--- src/rtl/uart_rx_frame.sv ---
// uart_rx_frame: parametrised UART receiver with midpoint sampling, parity and
// stop-bit checks, and a valid/ready output register with error flags.
//
// Ports:
//   clk            rising-edge clock
//   reset_b        asynchronous active-low reset
//   RX_Data_in     serial line, idles high
//   RX_Data_Taken  consumer accepts the word when RX_Data_Valid is high
//   RX_Data_out    last committed word
//   RX_Data_Valid  RX_Data_out holds an unconsumed word
//   Parity_Error   parity mismatch on the word in RX_Data_out
//   Framing_Error  a stop bit sampled low on the word in RX_Data_out
//   Overrun_Error  sticky; frames were dropped while a word was pending
//   RX_Busy        receiver FSM is not idle
module uart_rx_frame #(
  parameter int unsigned WORD_SIZE    = 8,
  parameter int unsigned CLKS_PER_BIT = 16,
  parameter int unsigned PARITY_EN    = 0,
  parameter int unsigned PARITY_ODD   = 0,
  parameter int unsigned STOP_BITS    = 1,
  parameter int unsigned SYNC_STAGES  = 2
) (
  input  logic                 clk,
  input  logic                 reset_b,
  input  logic                 RX_Data_in,
  input  logic                 RX_Data_Taken,
  output logic [WORD_SIZE-1:0] RX_Data_out,
  output logic                 RX_Data_Valid,
  output logic                 Parity_Error,
  output logic                 Framing_Error,
  output logic                 Overrun_Error,
  output logic                 RX_Busy
);

  localparam int unsigned TickW = $clog2(CLKS_PER_BIT);
  localparam int unsigned BitW  = $clog2(WORD_SIZE + 1);

  localparam logic [TickW-1:0] TickFull = TickW'(CLKS_PER_BIT - 1);
  localparam logic [TickW-1:0] TickHalf = TickW'(CLKS_PER_BIT / 2 - 1);
  localparam logic [BitW-1:0]  LastData = BitW'(WORD_SIZE - 1);
  localparam logic [BitW-1:0]  LastStop = BitW'(STOP_BITS - 1);
  localparam logic             ParOdd   = (PARITY_ODD != 0);
  localparam logic             ParEn    = (PARITY_EN != 0);

  typedef enum logic [2:0] {
    StIdle, StStart, StData, StParity, StStop, StCommit, StBrkWait
  } state_e;

  // Synchroniser, plus a priming chain that marks when the synchroniser holds
  // only real line samples (its reset value of 1 must not count as idle).
  logic [SYNC_STAGES-1:0] sync_q;
  logic [SYNC_STAGES-1:0] prime_q;
  logic                   srx;
  logic                   primed;
  logic                   idle_q;

  assign srx    = sync_q[SYNC_STAGES-1];
  assign primed = prime_q[SYNC_STAGES-1];

  always_ff @(posedge clk or negedge reset_b) begin
    if (!reset_b) begin
      sync_q  <= '1;
      prime_q <= '0;
      idle_q  <= 1'b0;
    end else begin
      sync_q  <= {sync_q[SYNC_STAGES-2:0], RX_Data_in};
      prime_q <= {prime_q[SYNC_STAGES-2:0], 1'b1};
      idle_q  <= primed & srx;
    end
  end

  state_e               state_q, state_d;
  logic [TickW-1:0]     tick_q, tick_d;
  logic [BitW-1:0]      bit_q, bit_d;
  logic [WORD_SIZE-1:0] shift_q, shift_d;
  logic                 perr_q, perr_d;
  logic                 ferr_q, ferr_d;
  logic                 last_low_q, last_low_d;
  logic                 commit;
  logic                 tick_done;

  assign tick_done = (tick_q == TickFull);

  always_comb begin
    state_d    = state_q;
    tick_d     = tick_q;
    bit_d      = bit_q;
    shift_d    = shift_q;
    perr_d     = perr_q;
    ferr_d     = ferr_q;
    last_low_d = last_low_q;
    commit     = 1'b0;
    unique case (state_q)
      StIdle: begin
        tick_d = '0;
        bit_d  = '0;
        if (idle_q && !srx) begin
          state_d = StStart;
          perr_d  = 1'b0;
          ferr_d  = 1'b0;
        end
      end
      StStart: begin
        if (tick_q == TickHalf) begin
          tick_d  = '0;
          // Line back high at mid start bit: treat as a glitch.
          state_d = srx ? StIdle : StData;
        end else begin
          tick_d = tick_q + 1'b1;
        end
      end
      StData: begin
        if (tick_done) begin
          tick_d  = '0;
          shift_d = {srx, shift_q[WORD_SIZE-1:1]};
          if (bit_q == LastData) begin
            bit_d   = '0;
            state_d = ParEn ? StParity : StStop;
          end else begin
            bit_d = bit_q + 1'b1;
          end
        end else begin
          tick_d = tick_q + 1'b1;
        end
      end
      StParity: begin
        if (tick_done) begin
          tick_d  = '0;
          perr_d  = ((^shift_q) ^ srx) != ParOdd;
          state_d = StStop;
        end else begin
          tick_d = tick_q + 1'b1;
        end
      end
      StStop: begin
        if (tick_done) begin
          tick_d     = '0;
          last_low_d = !srx;
          if (!srx) begin
            ferr_d = 1'b1;
          end
          if (bit_q == LastStop) begin
            bit_d   = '0;
            state_d = StCommit;
          end else begin
            bit_d = bit_q + 1'b1;
          end
        end else begin
          tick_d = tick_q + 1'b1;
        end
      end
      StCommit: begin
        commit  = 1'b1;
        // A low final stop bit means a break: wait for the line to recover.
        state_d = last_low_q ? StBrkWait : StIdle;
      end
      StBrkWait: begin
        if (srx) begin
          state_d = StIdle;
        end
      end
      default: state_d = StIdle;
    endcase
  end

  always_ff @(posedge clk or negedge reset_b) begin
    if (!reset_b) begin
      state_q    <= StIdle;
      tick_q     <= '0;
      bit_q      <= '0;
      shift_q    <= '0;
      perr_q     <= 1'b0;
      ferr_q     <= 1'b0;
      last_low_q <= 1'b0;
    end else begin
      state_q    <= state_d;
      tick_q     <= tick_d;
      bit_q      <= bit_d;
      shift_q    <= shift_d;
      perr_q     <= perr_d;
      ferr_q     <= ferr_d;
      last_low_q <= last_low_d;
    end
  end

  // Output register and handshake.
  logic [WORD_SIZE-1:0] data_q, data_d;
  logic                 valid_q, valid_d;
  logic                 operr_q, operr_d;
  logic                 oferr_q, oferr_d;
  logic                 ovr_q, ovr_d;
  logic                 xfer;

  assign xfer = valid_q & RX_Data_Taken;

  always_comb begin
    data_d  = data_q;
    valid_d = valid_q;
    operr_d = operr_q;
    oferr_d = oferr_q;
    ovr_d   = ovr_q;
    if (xfer) begin
      valid_d = 1'b0;
      ovr_d   = 1'b0;
    end
    if (commit) begin
      if (!valid_q || RX_Data_Taken) begin
        data_d  = shift_q;
        operr_d = perr_q;
        oferr_d = ferr_q;
        valid_d = 1'b1;
      end else begin
        ovr_d = 1'b1;
      end
    end
  end

  always_ff @(posedge clk or negedge reset_b) begin
    if (!reset_b) begin
      data_q  <= '0;
      valid_q <= 1'b0;
      operr_q <= 1'b0;
      oferr_q <= 1'b0;
      ovr_q   <= 1'b0;
    end else begin
      data_q  <= data_d;
      valid_q <= valid_d;
      operr_q <= operr_d;
      oferr_q <= oferr_d;
      ovr_q   <= ovr_d;
    end
  end

  assign RX_Data_out   = data_q;
  assign RX_Data_Valid = valid_q;
  assign Parity_Error  = operr_q;
  assign Framing_Error = oferr_q;
  assign Overrun_Error = ovr_q;
  assign RX_Busy       = (state_q != StIdle);

endmodule

--- config.mk ---
export PLATFORM = sky130hd
export DESIGN_NAME = uart_rx_frame
export DESIGN_NICKNAME = d
export VERILOG_FILES = /design/src/rtl/uart_rx_frame.sv
export SDC_FILE = /design/constraint.sdc
export NUM_CORES = 1
export LEC_CHECK = 0
export BUFFER_PORTS_ARGS = -buffer_cell sky130_fd_sc_hd__buf_2
export CAP_MARGIN = 20
export CORE_UTILIZATION = 51
export CTS_CLUSTER_SIZE = 40
export DETAILED_ROUTE_END_ITERATION = 16
export HOLD_SLACK_MARGIN = 0.02
export PLACE_DENSITY_LB_ADDON = 0.25
export SETUP_SLACK_MARGIN = 0.4
export SYNTH_ARGS = -nofsm -noshare
export SYNTH_HDL_FRONTEND = slang
export SYNTH_SLANG_ARGS = --single-unit
export TNS_END_PERCENT = 50
--- constraint.sdc ---
create_clock -name clk -period 1.7 [get_ports clk]
set_input_delay 0.085 -clock clk [delete_from_list [all_inputs] [get_ports clk]]
set_output_delay 0.085 -clock clk [all_outputs]
set_load 0.05 [all_outputs]
==> results of run 1 <==
cell usage after synthesis (3+ instances only):
master and instances:
a21oi_1 9, dfrtp_1 37, nor2_1 8, inv_1 6, xnor2_1 7, o21ai_0 7, a31oi_1 3, o21ai_1 6
ha_1 3, nand2b_1 3, nand3_1 4, mux2_4 18, nand2_1 17
power by group through the flow:
stage	sequential [uW]	combinational, uW	clock [uW]
2_1_floorplan	1300	1050	0
3_3_place_gp	1250	1400	0
3_5_place_dp	1260	1440	0
4_1_cts	1210	1730	797
5_1_grt	1260	2220	825
6_report	1250	2070	780
kinds of logic after synthesis:
| family | count (synthesis) | share of synthesized area (%) |
|---|---|---|
| other cells | 1 | 0.1830 |
| simple gates | 51 | 13.92 |
| compound gates | 38 | 12.70 |
| buf+inv | 15 | 3.967 |
| mux | 20 | 14.22 |
| xor+xnor | 9 | 3.846 |
| flops | 39 | 47.74 |
| fa+ha+maj | 6 | 3.419 |
timing repair:
action	4_1_cts	5_1_grt
gates cloned	1	0
resized for setup	8	39
endpoints found under the setup margin	33	33
hold buffers	4	0
endpoints found under the hold margin	39	0
pin swaps	3	18
setup buffers	12	2
area by class of cell:
class | count | area (um^2) | area share [%]
clock buffer | 5 | 68.82 | 2.503
inverter | 7 | 26.28 | 0.9558
clock inverter | 3 | 43.79 | 1.593
timing repair buffer | 50 | 425.4 | 15.48
multi-input combinational | 125 | 1141 | 41.51
tap | 48 | 60.06 | 2.185
sequential | 39 | 983.4 | 35.78
worst max-delay path: cells and delay by family, from the launching register on:
family          cells  cell delay [ps]
fa+ha+maj           1              200
flops               1              420
mux                 1              300
compound gates      1              340
simple gates        3              290
worst paths after layout:
| kind | to | from | cells after the start | slack (ps) |
|---|---|---|---|---|
| min in group asynchronous | tick_q[0]$_DFFE_PN0P_ | reset_b | 3 | 370 |
| max in group asynchronous | sync_q[1]$_DFF_PN1_ | reset_b | 3 | 970 |
| worst max-delay path | state_q[0]$_DFFE_PN0P_ | tick_q[0]$_DFFE_PN0P_ | 6 | 30 |
| worst max register to register | state_q[0]$_DFFE_PN0P_ | tick_q[0]$_DFFE_PN0P_ | 6 | 30 |
| worst min-delay path | prime_q[1]$_DFF_PN0_ | prime_q[0]$_DFF_PN0_ | 0 | 350 |
| worst min register to register | prime_q[1]$_DFF_PN0_ | prime_q[0]$_DFF_PN0_ | 0 | 350 |
through the flow:
| stage | util [%] | total power (uW) | instances | setup TNS, ps |
|---|---|---|---|---|
| detailed placement | 61.83 | 2704 | 250 | 0 |
| finish | 73.43 | 4096 | 277 | 0 |
| global route | 73.43 | 4300 | 277 | -61.53 |
| CTS | 69.59 | 3740 | 275 | 0 |
| floorplan | - | 2352 | 179 | 0 |
| global placement | 61.83 | 2652 | 250 | 0 |
sequential cells by signal (all words and copies together) (netlist names), 2 cells and up:
signal / flops
RX_Data_out: 8
shift_q: 8
bit_q: 4
tick_q: 4
state_q: 3
prime_q: 2
sync_q: 2
metal layers:
metal / vias to the layer above / share of wire, % / wire length, um
met5: - / 0 / 0
met3: 14 / 4.7 / 222
met4: 0 / 3.4 / 159
met1: 755 / 42 / 1981
li1: 726 / - / -
met2: 51 / 49 / 2315
==> flow_metrics.tcl, run 1 <==
set metrics [dict create \
    status "completed" \
    io_buffers 16 \
    grt_antenna_before_repair 0 \
    use_met3_pct 5.208 \
    layout-drive-gt1-share_pct 50.22 \
    synth-seq-area-share_pct 47.74 \
    htree_levels 2 \
    ys_ff_latch 39 \
    swShare_pct 39.52 \
    finalSetupViolCount 0 \
    place_congestion 0.8495 \
    num_vias 1546 \
    dpl_cell_area_um2 2315 \
    stdcell_area_um2 2749 \
    maxCapViolations 0 \
    syn_to_final_growth_pct 34.13 \
    core_um2 3744 \
    synth_nets 186 \
    crit_type "reg -> reg" \
    syn_inst 179 \
    clock_path_buffers 2 \
    maxSlewViolCount 0 \
    final.setup.worst_slack_ps 32.40 \
    dp_hpwl_mm 2.662 \
    cts_tree "yes" \
    die_h_um 65.39 \
    fin_skew_ps 7.080 \
    period_needed_ps 1668 \
    viasPerCell 5.581 \
    hold_slack_ps 351.3 \
    synth-async-reset-ratio_pct 100.0 \
    synth_top_area_share_pct 45.18 \
    grtUsageMet2_pct 35.31 \
    ant_nets 0 \
    critical_path_required_ps 1880 \
    leakage_uw 0.001265 \
    ioPinCount 17 \
    pre_cts_ws_ps 31.76 \
    powerDensity_nw_per_um2 1490 \
    fmax_ghz 0.5997 \
    drtPass1Iterations 4 \
    cts.sinks 39 \
    grt_start_max_net_pins 40 \
    clkPwrFrac_pct 19.0 \
    yosysTopAreaCell "dfrtp_1" \
    start_util_pct 54.75 \
    dieArea_um2 4276 \
    synth_edf_count 0 \
    synthDistinctLibCells 53 \
    final_common_cell "dfrtp_1" \
    grtUsageTotal_pct 21.86 \
    drtIter0Drc 97 \
    rsz0062_at_grt "true" \
    p_switching_uw 1619 \
    max-vdd-ir-drop_mv 0.7367 \
    grt_overflow 0 \
    internal-power_uw 2477 \
    grt_pass1_wl_mm 7.017 \
    post-route-drc-count 0 \
    grt-busiest-layer "met2" \
    cts-root-buf "clkbuf_8" \
    power_frac_comb_pct 50.6 \
    synth_area_um2 2049 \
    cp-end-kind "flip-flop" \
    rows 22 \
    grt_use_met1_pct 27.60 \
    yosys_most_used_dff "dfrtp_1" \
    min_path_type "reg -> reg" \
    fillers 271 \
    synth.area.top_cells "dfrtp_1 45%, mux2_4 13%, nand2_1 3.1%, xnor2_1 3.0%, dfstp_2 2.6%" \
    cts_buffers 5 \
    dieWidth_um 65.39 \
    antenna_cells 0 \
    hold_violations 0 \
    yosysWarnings 0 \
    crit_path_max_fanout 5 \
    max_stage_delay_ps 420 \
    final_nets 235 \
    layout_common_cells "33 x dfrtp_1, 19 x mux2_4, 19 x buf_4, 16 x buf_2, 13 x nand2_1" \
    grt_pass1_vias 1548 \
    cp_slowest_cell "dfrtp_1" \
    clkTransAtPathRegs_ps 80 \
    crit_chain "ha_4 > nand3_4 > nand3b_1 > a21oi_1 > nor3_4 > mux2_4" \
    wl_per_cell_um 16.89 \
    insertion_delay_ps 290 \
    drt_wl_total_mm 4.678 \
    min_period_over_period_pct 98.09 \
    syn_avg_cell_area_um2 11.45 \
    setup.worst_path.start_class "flip-flop" \
    cp.arrival_ps 1850 \
    seqPwrFrac_pct 30.4 \
]
Note: power is estimated with default switching activity, not from simulation.
==> inputs of run 2 (changes only) <==
--- a/config.mk
+++ b/config.mk
@@ -7,7 +7,7 @@
 export LEC_CHECK = 0
 export BUFFER_PORTS_ARGS = -buffer_cell sky130_fd_sc_hd__buf_2
 export CAP_MARGIN = 20
-export CORE_UTILIZATION = 51
+export CORE_UTILIZATION = 40
 export CTS_CLUSTER_SIZE = 40
 export DETAILED_ROUTE_END_ITERATION = 16
 export HOLD_SLACK_MARGIN = 0.02
==> run 2 against run 1 <==
Effect of this change:
- cell area down 5.1%
- sequential cell count stayed put
- count of clock-buffer cells in the layout is 2 higher
- critical path type unchanged
==> flow_metrics.tcl, run 2 (synthesis gave the netlist of run 1 again) <==
set metrics [dict create \
    drt_wl_total_mm 4.113 \
    crit_chain "inv_2 > ha_4 > inv_2 > o311ai_4 > a21oi_4 > a211o_1 > a32o_1" \
    ff2ff_setup_slack_ps 40 \
    antenna_cells 0 \
    wl_per_cell_um 14.18 \
    setup_tns_ps 0 \
    cts.sinks 39 \
    dp_hpwl_mm 2.907 \
    cp.arrival_ps 1840 \
    r2r-end "bit_q[3]$_DFFE_PN0P_" \
    final.setup.worst_slack_ps 40.13 \
    grt_antenna_before_repair 0 \
    post-route-drc-count 0 \
    worstRegToRegCells 7 \
    p_total_uw 3595 \
    rsz0062_at_grt "true" \
    cp_slowest_cell "dfrtp_1" \
    grt_start_max_net_pins 21 \
    internal-power_uw 2167 \
    fillers 430 \
    max-vdd-ir-drop_mv 0.6992 \
    layout_common_cells "34 x dfrtp_1, 19 x mux2_4, 18 x buf_4, 16 x nand2_1, 15 x buf_2" \
    r2r_start "bit_q[0]$_DFFE_PN0P_" \
    cts_tree "yes" \
    hold_violations 0 \
    status "completed" \
    io_buffers 16 \
    drtPass1Iterations 4 \
    crit_type "reg -> reg" \
    grt_pass1_vias 1435 \
    cp.depth 7 \
    swShare_pct 39.72 \
    cp_top_family "compound AO/OA/AOI/OAI gates" \
    power_frac_comb_pct 48.8 \
    critical_path_required_ps 1880 \
    drtIter0Drc 79 \
    clkPwrFrac_pct 16.5 \
    fmax_ghz 0.6025 \
    finalSetupViolCount 0 \
    grt_pass1_wl_mm 6.796 \
    p_switching_uw 1428 \
    seqPwrFrac_pct 34.7 \
    cp-end-kind "flip-flop" \
    layout-drive-gt1-share_pct 43.50 \
    setup.worst_path.start_class "flip-flop" \
    min_path_type "in -> async" \
    maxSlewViolCount 0 \
    clkTransAtPathRegs_ps 70 \
    rows 25 \
    cts-root-buf "clkbuf_8" \
    cp_num_buf_inv 2 \
    grt_overflow 0 \
    fin_skew_ps 6.664 \
    cts_buffers 5 \
    dieWidth_um 73.58 \
    ioPinCount 17 \
    final_common_cell "dfrtp_1" \
    max_stage_delay_ps 410 \
    leakage_uw 0.001196 \
    place_congestion 0.8316 \
    start_util_pct 42.55 \
    ant_nets 0 \
    grtUsageTotal_pct 16.82 \
    clock_path_buffers 2 \
    pre_cts_ws_ps 37.97 \
    final_nets 229 \
    maxCapViolations 0 \
    dieArea_um2 5414 \
    num_vias 1436 \
    powerDensity_nw_per_um2 1378 \
    core_um2 4817 \
    htree_levels 2 \
    min_period_over_period_pct 97.64 \
    insertion_delay_ps 290 \
    syn_to_final_growth_pct 27.29 \
    viasPerCell 4.952 \
    die_h_um 73.58 \
    cp_common_cell "inv_2" \
    crit_path_max_fanout 5 \
    startpoint "bit_q[0]$_DFFE_PN0P_" \
    period_needed_ps 1660 \
    endpoint "bit_q[3]$_DFFE_PN0P_" \
]
## run 2: worst min path at each step
stage,slack [ps],end,startpoint,depth (start not counted)
6_report,290,shift_q[6]$_DFFE_PN0P_,reset_b,2
3_5_place_dp,80,shift_q[6]$_DFFE_PN0P_,reset_b,1
2_1_floorplan,-210,Framing_Error$_DFFE_PN0P_,reset_b,0
3_3_place_gp,70,RX_Data_out[5]$_DFFE_PN0P_,reset_b,1
5_1_grt,340,shift_q[6]$_DFFE_PN0P_,reset_b,2
4_1_cts,300,shift_q[6]$_DFFE_PN0P_,reset_b,2
## run 2: per-stage QoR
stage / hold WS (ps) / std cells / instance area (um^2) / utilization, %
2_1_floorplan: -210.6 / 179 / 2096 / -
3_3_place_gp: 65.73 / 267 / 2336 / 48.49
3_5_place_dp: 84.56 / 267 / 2336 / 48.49
4_1_cts: 299.6 / 286 / 2510 / 52.10
5_1_grt: 340.1 / 290 / 2609 / 54.16
6_report: 294.2 / 290 / 2609 / 54.16
## run 2: power by group through the flow
stage	Combinational (uW)	Sequential (uW)	Clock (uW)
3_3_place_gp	1400	1260	0
4_1_cts	1520	1240	619
6_report	1750	1250	593
5_1_grt	1920	1270	654
3_5_place_dp	1440	1270	0
2_1_floorplan	1050	1300	0
## run 2: per-layer routing
| metal | GRT usage [%] | wire length (um) | up-vias |
|---|---|---|---|
| li1 | - | - | 712 |
| met1 | 21.65 | 1960 | 698 |
| met2 | 27.32 | 2005 | 22 |
| met3 | 4.527 | 116 | 4 |
| met4 | 5.769 | 31 | 0 |
| met5 | 0 | 0 | - |
## run 2: what timing repair did
item,in CTS,in global routing
endpoints found under the hold margin,19,0
pin swaps,3,13
hold buffers,3,0
resized for setup,2,21
buffers inserted,8,4
setup endpoints to repair,33,33
## run 2: cell type report
class                           count  area (um^2)  area share [%]
Multi-Input combinational cell    125         1081           41.44
Clock buffer                        7        76.32           2.926
Sequential cell                    39        982.2           37.65
Timing Repair Buffer               44        354.1           13.57
Clock inverter                      1        5.005          0.1918
Inverter                            7        26.28           1.007
Tap cell                           67        83.83           3.213
